### src/rtl/dig_pkg.sv
// Shared types and constants for the period reader.
// The state enum is shared so the bench and any sibling blocks decode states identically.
package dig_pkg;

  localparam int B_W = 5;

  typedef enum logic {
    SYNC = 1'b0,
    RUN  = 1'b1
  } rd_state_t;

endpackage

### src/rtl/period_capture.sv
// Turns the counter block's b/dig_reset pair into one period sample per reset rising edge.
// The 5-bit count is extended across wrap-arounds; too many wraps saturate the sample.
module period_capture
  import dig_pkg::*;
#(
  parameter int W = 8
) (
  input  logic           clk,
  input  logic           rst,
  input  logic           en,
  input  logic [B_W-1:0] b,
  input  logic           dig_reset,
  output logic           cap_stb,
  output logic [W-1:0]   sample,
  output logic           sample_sat
);

  localparam int EW = W - B_W;

  logic [B_W-1:0] b_q, b_d;
  logic           dr_q, dr_d;
  logic [EW-1:0]  ext_q, ext_d;
  logic           ssat_q, ssat_d;
  logic           wrap;

  always_ff @(posedge clk or posedge rst) begin
    if (rst) begin
      b_q    <= '0;
      dr_q   <= 1'b0;
      ext_q  <= '0;
      ssat_q <= 1'b0;
    end else begin
      b_q    <= b_d;
      dr_q   <= dr_d;
      ext_q  <= ext_d;
      ssat_q <= ssat_d;
    end
  end

  // A zero forced by dig_reset is the counter being held, not a wrap.
  assign wrap    = (b_q == {B_W{1'b1}}) & (b == '0) & ~dig_reset;
  assign cap_stb = dig_reset & ~dr_q;

  always_comb begin
    b_d    = b;
    dr_d   = dig_reset;
    ext_d  = ext_q;
    ssat_d = ssat_q;
    if (cap_stb | ~en) begin
      ext_d  = '0;
      ssat_d = 1'b0;
    end else if (wrap) begin
      if (&ext_q) ssat_d = 1'b1;
      else        ext_d  = ext_q + EW'(1);
    end
  end

  assign sample     = ssat_q ? {W{1'b1}} : {ext_q, b_q};
  assign sample_sat = ssat_q;

endmodule

### src/rtl/dig_period_rd.sv
// Period reader top: sync FSM, N-sample averaging accumulator and a one-deep
// valid/ready output register with sticky overrun.
module dig_period_rd
  import dig_pkg::*;
#(
  parameter int W     = 8,
  parameter int LOG2N = 2
) (
  input  logic           clk,
  input  logic           rst,
  input  logic           en,
  input  logic [B_W-1:0] b,
  input  logic           dig_reset,
  output logic [W-1:0]   avg,
  output logic           avg_valid,
  input  logic           avg_ready,
  output logic           sat,
  output logic           overrun
);

  localparam int AW = W + LOG2N;

  logic           cap_stb, sample_sat;
  logic [W-1:0]   sample;

  rd_state_t      state_q, state_d;
  logic           run;
  logic [AW-1:0]  acc_q, acc_d, acc_sum;
  logic [LOG2N-1:0] cnt_q, cnt_d;
  logic           sacc_q, sacc_d;
  logic [W-1:0]   avg_q, avg_d;
  logic           valid_q, valid_d;
  logic           sat_q, sat_d;
  logic           ovr_q, ovr_d;
  logic           last, done, take;

  period_capture #(.W(W)) u_cap (
    .clk        (clk),
    .rst        (rst),
    .en         (en),
    .b          (b),
    .dig_reset  (dig_reset),
    .cap_stb    (cap_stb),
    .sample     (sample),
    .sample_sat (sample_sat)
  );

  always_ff @(posedge clk or posedge rst) begin
    if (rst) begin
      state_q <= SYNC;
      acc_q   <= '0;
      cnt_q   <= '0;
      sacc_q  <= 1'b0;
      avg_q   <= '0;
      valid_q <= 1'b0;
      sat_q   <= 1'b0;
      ovr_q   <= 1'b0;
    end else begin
      state_q <= state_d;
      acc_q   <= acc_d;
      cnt_q   <= cnt_d;
      sacc_q  <= sacc_d;
      avg_q   <= avg_d;
      valid_q <= valid_d;
      sat_q   <= sat_d;
      ovr_q   <= ovr_d;
    end
  end

  // The first capture after sync only marks a period start; the period before it is partial.
  always_comb begin
    state_d = state_q;
    if (!en) state_d = SYNC;
    else begin
      case (state_q)
        SYNC:    if (cap_stb) state_d = RUN;
        RUN:     state_d = RUN;
        default: state_d = SYNC;
      endcase
    end
  end

  always_comb begin
    run = (state_q == RUN);
  end

  assign acc_sum = acc_q + AW'(sample);
  assign last    = (cnt_q == {LOG2N{1'b1}});
  assign done    = run & en & cap_stb & last;
  assign take    = valid_q & avg_ready;

  always_comb begin
    acc_d  = acc_q;
    cnt_d  = cnt_q;
    sacc_d = sacc_q;
    if (!en) begin
      acc_d  = '0;
      cnt_d  = '0;
      sacc_d = 1'b0;
    end else if (run && cap_stb) begin
      if (last) begin
        acc_d  = '0;
        cnt_d  = '0;
        sacc_d = 1'b0;
      end else begin
        acc_d  = acc_sum;
        cnt_d  = cnt_q + LOG2N'(1);
        sacc_d = sacc_q | sample_sat;
      end
    end
  end

  // A result arriving on the acceptance cycle replaces the taken one without overrun.
  always_comb begin
    avg_d   = avg_q;
    valid_d = valid_q;
    sat_d   = sat_q;
    ovr_d   = ovr_q;
    if (done) begin
      if (!valid_q || take) begin
        avg_d   = acc_sum[AW-1:LOG2N];
        sat_d   = sacc_q | sample_sat;
        valid_d = 1'b1;
      end else begin
        ovr_d = 1'b1;
      end
    end else if (take) begin
      valid_d = 1'b0;
    end
    if (!en) ovr_d = 1'b0;
  end

  assign avg       = avg_q;
  assign avg_valid = valid_q;
  assign sat       = sat_q;
  assign overrun   = ovr_q;

endmodule
### config.mk
export PLATFORM = sky130hd
export DESIGN_NAME = dig_period_rd
export DESIGN_NICKNAME = d
export VERILOG_FILES = /design/src/rtl/dig_pkg.sv /design/src/rtl/period_capture.sv /design/src/rtl/dig_period_rd.sv
export SDC_FILE = /design/constraint.sdc
export NUM_CORES = 1
export LEC_CHECK = 0
export ABC_AREA = 1
export ABC_CLOCK_PERIOD_IN_PS = 2100
export CAP_MARGIN = 30
export CORE_ASPECT_RATIO = 2
export CORE_MARGIN = 5
export CORE_UTILIZATION = 47
export CTS_CLUSTER_DIAMETER = 60
export DETAILED_ROUTE_END_ITERATION = 10
export PLACE_DENSITY = 0.77
export REMOVE_ABC_BUFFERS = 1
export SLEW_MARGIN = 20
export SYNTH_ARGS = -nofsm -noshare
export SYNTH_HDL_FRONTEND = slang
export SYNTH_SLANG_ARGS = --single-unit
### constraint.sdc
create_clock -name clk -period 2.1 [get_ports clk]
set_clock_uncertainty 0.1 [all_clocks]
set_input_delay 0.315 -clock clk [delete_from_list [all_inputs] [get_ports clk]]
set_output_delay 0.315 -clock clk [all_outputs]
set_load 0.01 [all_outputs]
==> results of run 1 <==
-- metal layers --
layer | global-route usage (%) | vias to the layer above
met5 | 0 | -
met1 | 17.2 | 719
li1 | - | 756
met4 | 10.9 | 0
met3 | 2.42 | 14
met2 | 30.4 | 38
-- cells by family (layout without fill, tap and decap cells) --
kind of cell             after synthesis  in the layout  synth area share, %
AO/OA/AOI/OAI                         23             23                 7.88
buffers and inverters                 23             56                 5.12
adder cells (fa/ha/maj)               12             12                 8.48
flip-flops                            35             35                 47.1
AND/OR/NAND/NOR                      118            118                 30.0
XOR/XNOR                               3              3                 1.41
-- worst reg2reg max path: cells and delay by family (launching register included) --
kind,cells,cell delay [ps]
simple gates,3,490
compound gates,1,90
xor+xnor,1,250
flops,1,430
fa+ha+maj,2,530
-- power groups by stage --
stage / logic [mW] / registers, mW / clock network, mW
floorplan: 0.0580 / 0.702 / 0
global placement: 0.0964 / 0.703 / 0
finish: 0.102 / 0.691 / 0.459
global route: 0.115 / 0.692 / 0.498
detailed placement: 0.0979 / 0.703 / 0
CTS: 0.100 / 0.690 / 0.472
-- state kept, by name, summed over array words and instances (netlist names) --
register and count:
u_cap.ext_q 3, run 1, sat 1, avg_valid 1, overrun 1, u_cap.sample_sat 1
cnt_q 2, acc_q 10, u_cap.dr_q 1, avg 8, u_cap.b_q 5, sacc_q 1
-- cells in the mapped netlist --
library cell / number / area share (%)
a21boi_0: 1 / 0.40
a21oi_1: 7 / 1.9
a22o_1: 3 / 1.4
buf_2: 1 / 0.27
buf_6: 1 / 0.61
clkinv_1: 1 / 0.20
dfrtp_1: 35 / 47
fa_1: 1 / 1.1
ha_1: 11 / 7.4
inv_1: 15 / 3.0
inv_2: 5 / 1.0
nand2_1: 60 / 12
nand2_2: 2 / 0.67
nand2_4: 1 / 0.61
nand3_1: 20 / 5.4
nand3b_1: 3 / 1.2
nand4_1: 3 / 1.0
nor2_1: 17 / 3.4
nor2_4: 3 / 1.8
nor2_8: 1 / 1.1
nor3_1: 1 / 0.27
o21a_1: 1 / 0.40
o21ai_1: 7 / 1.9
o21ai_2: 4 / 1.9
or2_2: 7 / 2.4
xnor2_1: 2 / 0.94
xor2_1: 1 / 0.47
-- repair_timing --
item | in CTS | in global routing
resized for setup | 2 | 16
pin swaps | 0 | 2
buffers inserted | 1 | 0
endpoints found under the setup margin | 5 | 15
-- final cells by class --
| cell class | instances | area, um^2 |
|---|---|---|
| fill | 366 | 1550 |
| multi-input combinational | 156 | 946 |
| sequential | 35 | 877 |
| timing repair buffer | 27 | 250 |
| inverter | 21 | 78.8 |
| clock buffer | 7 | 76.3 |
| tap | 51 | 63.8 |
| clock inverter | 1 | 5.00 |
-- per-stage QoR --
step | hold WS, ps | instances
detailed placement | 364 | 289
global placement | 362 | 289
floorplan | 246 | 212
CTS | 339 | 298
global route | 381 | 298
finish | 330 | 298
-- worst paths after layout --
kind,start,end,slack (ps)
worst max-delay path,u_cap.sample_sat,avg[2],120
worst min-delay path,rst,acc_q[9],330
worst max register to register,u_cap.sample_sat,avg[2],120
worst min register to register,avg[5],avg[5],380
max in group asynchronous,rst,u_cap.sample_sat,1240
min in group clk,avg[5],avg[5],380
==> qor.json, run 1 <==
{
  "syn_area_mm2": 0.00186,
  "run_status": "complete, no violations",
  "power_frac_clock_pct": 36.7,
  "critPathRequiredTime_ps": 2170,
  "fmax_mhz": 505,
  "final_util_pct": 59.8,
  "post-route-cell-area_mm2": 0.00230,
  "worstPathMaxFanout": 6,
  "critical_path.cell_chain": "or2_2, ha_2, fa_2, nand3_1, nand2_2, xnor2_1, o21ai_2",
  "grt_overflow": 0,
  "die_height_um": 98.9,
  "clk_root_buffer_cell": "clkbuf_8",
  "ctsHoldBuffers": 0,
  "detail_route.drc_violations": 0,
  "setup-tns-final_ps": 0,
  "finalNetCount": 268,
  "timing.critical_path.to_type": "register",
  "finalWeightedCongestion": 0.949,
  "yosys.cell_types.count": 27,
  "dp_slack_ps": -20.8,
  "rows": 32,
  "route.vias.total": 1527,
  "cts_num_sinks": 35,
  "wire_per_inst_um": 13.2,
  "rsz0062_at_grt": "true",
  "power.switching_fraction_pct": 23.4,
  "layout_worst_path_cycle_share_pct": 94.3,
  "ys_seq_elements": 35,
  "slew_viol_final": 0,
  "fin_ws_ps": 119,
  "detail_route.wirelength.met1_mm": 1.34,
  "crit_path_max_incr_delay_ps": 430,
  "detail_route.iter0.violations": 32,
  "ys.warnings.count": 0,
  "synthesis.instances": 214,
  "synthesis.area_per_instance_um2": 8.68,
  "layout_commonest_cell": "nand2_1",
  "wirelength_mm": 3.92,
  "min_path_type": "input pin to asynchronous set/reset pin",
  "power_frac_seq_pct": 55.1,
  "setup.worst_path.class": "register to register",
  "worst_setup_path_start_kind": "register",
  "timing_worst_slew_pin_value_ps": 436,
  "path_delay_family": "adder cells",
  "dpl.hpwl_mm": 2.98,
  "port_buffers": 20,
  "n_antenna_cell": 0,
  "internal_power_uw": 960,
  "first_global_vias": 1584,
  "htree_num_levels": 2,
  "drt_first_pass_iters": 4,
  "avgViaCountPerCell": 5.12,
  "top_layer_used": "met4",
  "die_w_um": 54.5,
  "dr_wl_met2_mm": 2.31,
  "mostFrequentLayoutCells": "nand2_1, dfrtp_1, clkdlybuf4s50_1",
  "cp_data_arrival_time_ps": 2050,
  "comb_power_share_pct": 8.2,
  "setup_viol_count_final": 0,
  "clk-insertion-delay-late_ps": 280,
  "clk_path_buf_depth": 2,
  "total_power_mw": 1.25,
  "worst_path_max_delay_cell": "dfrtp_2",
  "grt_use_total_pct": 17.1,
  "core_area_mm2": 0.00384,
  "route.met3.wl_um": 125,
  "power_per_cell_area_mw_per_mm2": 545,
  "crit_cells": 7,
  "number_of_cts_inserted_buffers": 5,
  "initial_utilization_pct": 48.3,
  "irDropWorstVdd_mv": 0.415,
  "detailed_place.area_mm2": 0.00215,
  "io_pins": 21,
  "drtAntennaViolNets": 0,
  "cp.buffers_inverters": 0,
  "post_route_cells_drive_above_1_share_pct": 19.8,
  "seq_area_frac_synth_pct": 47.1,
  "final_hold_viol_count": 0,
  "timing.slew.headroom_pct": 70.8,
  "grt_start_max_net_pins": 36,
  "cellLeakagePower_nw": 1.16,
  "worst-r2r-cell-count": 7,
  "post-route-min-period_ps": 1980,
  "clk_pin_slew_worst_paths_ps": 70,
  "cts_tree": "yes",
  "wire_length_of_the_first_global_routing_pass_mm": 6.76,
  "switchingPower_uw": 293,
  "antenna_violations_before_repair": 0,
  "max_cap_violations": 0,
  "fp.dieArea_mm2": 0.00539,
  "syn_to_final_growth_pct": 23.6
}
No activity file was read; power rests on OpenSTA's default activity.
==> inputs of run 2 (changes only) <==
CTS_CLUSTER_SIZE = 40   (was unset)
==> results of run 2 <==
Final layout, timing and power as in run 1 (identical DEF).
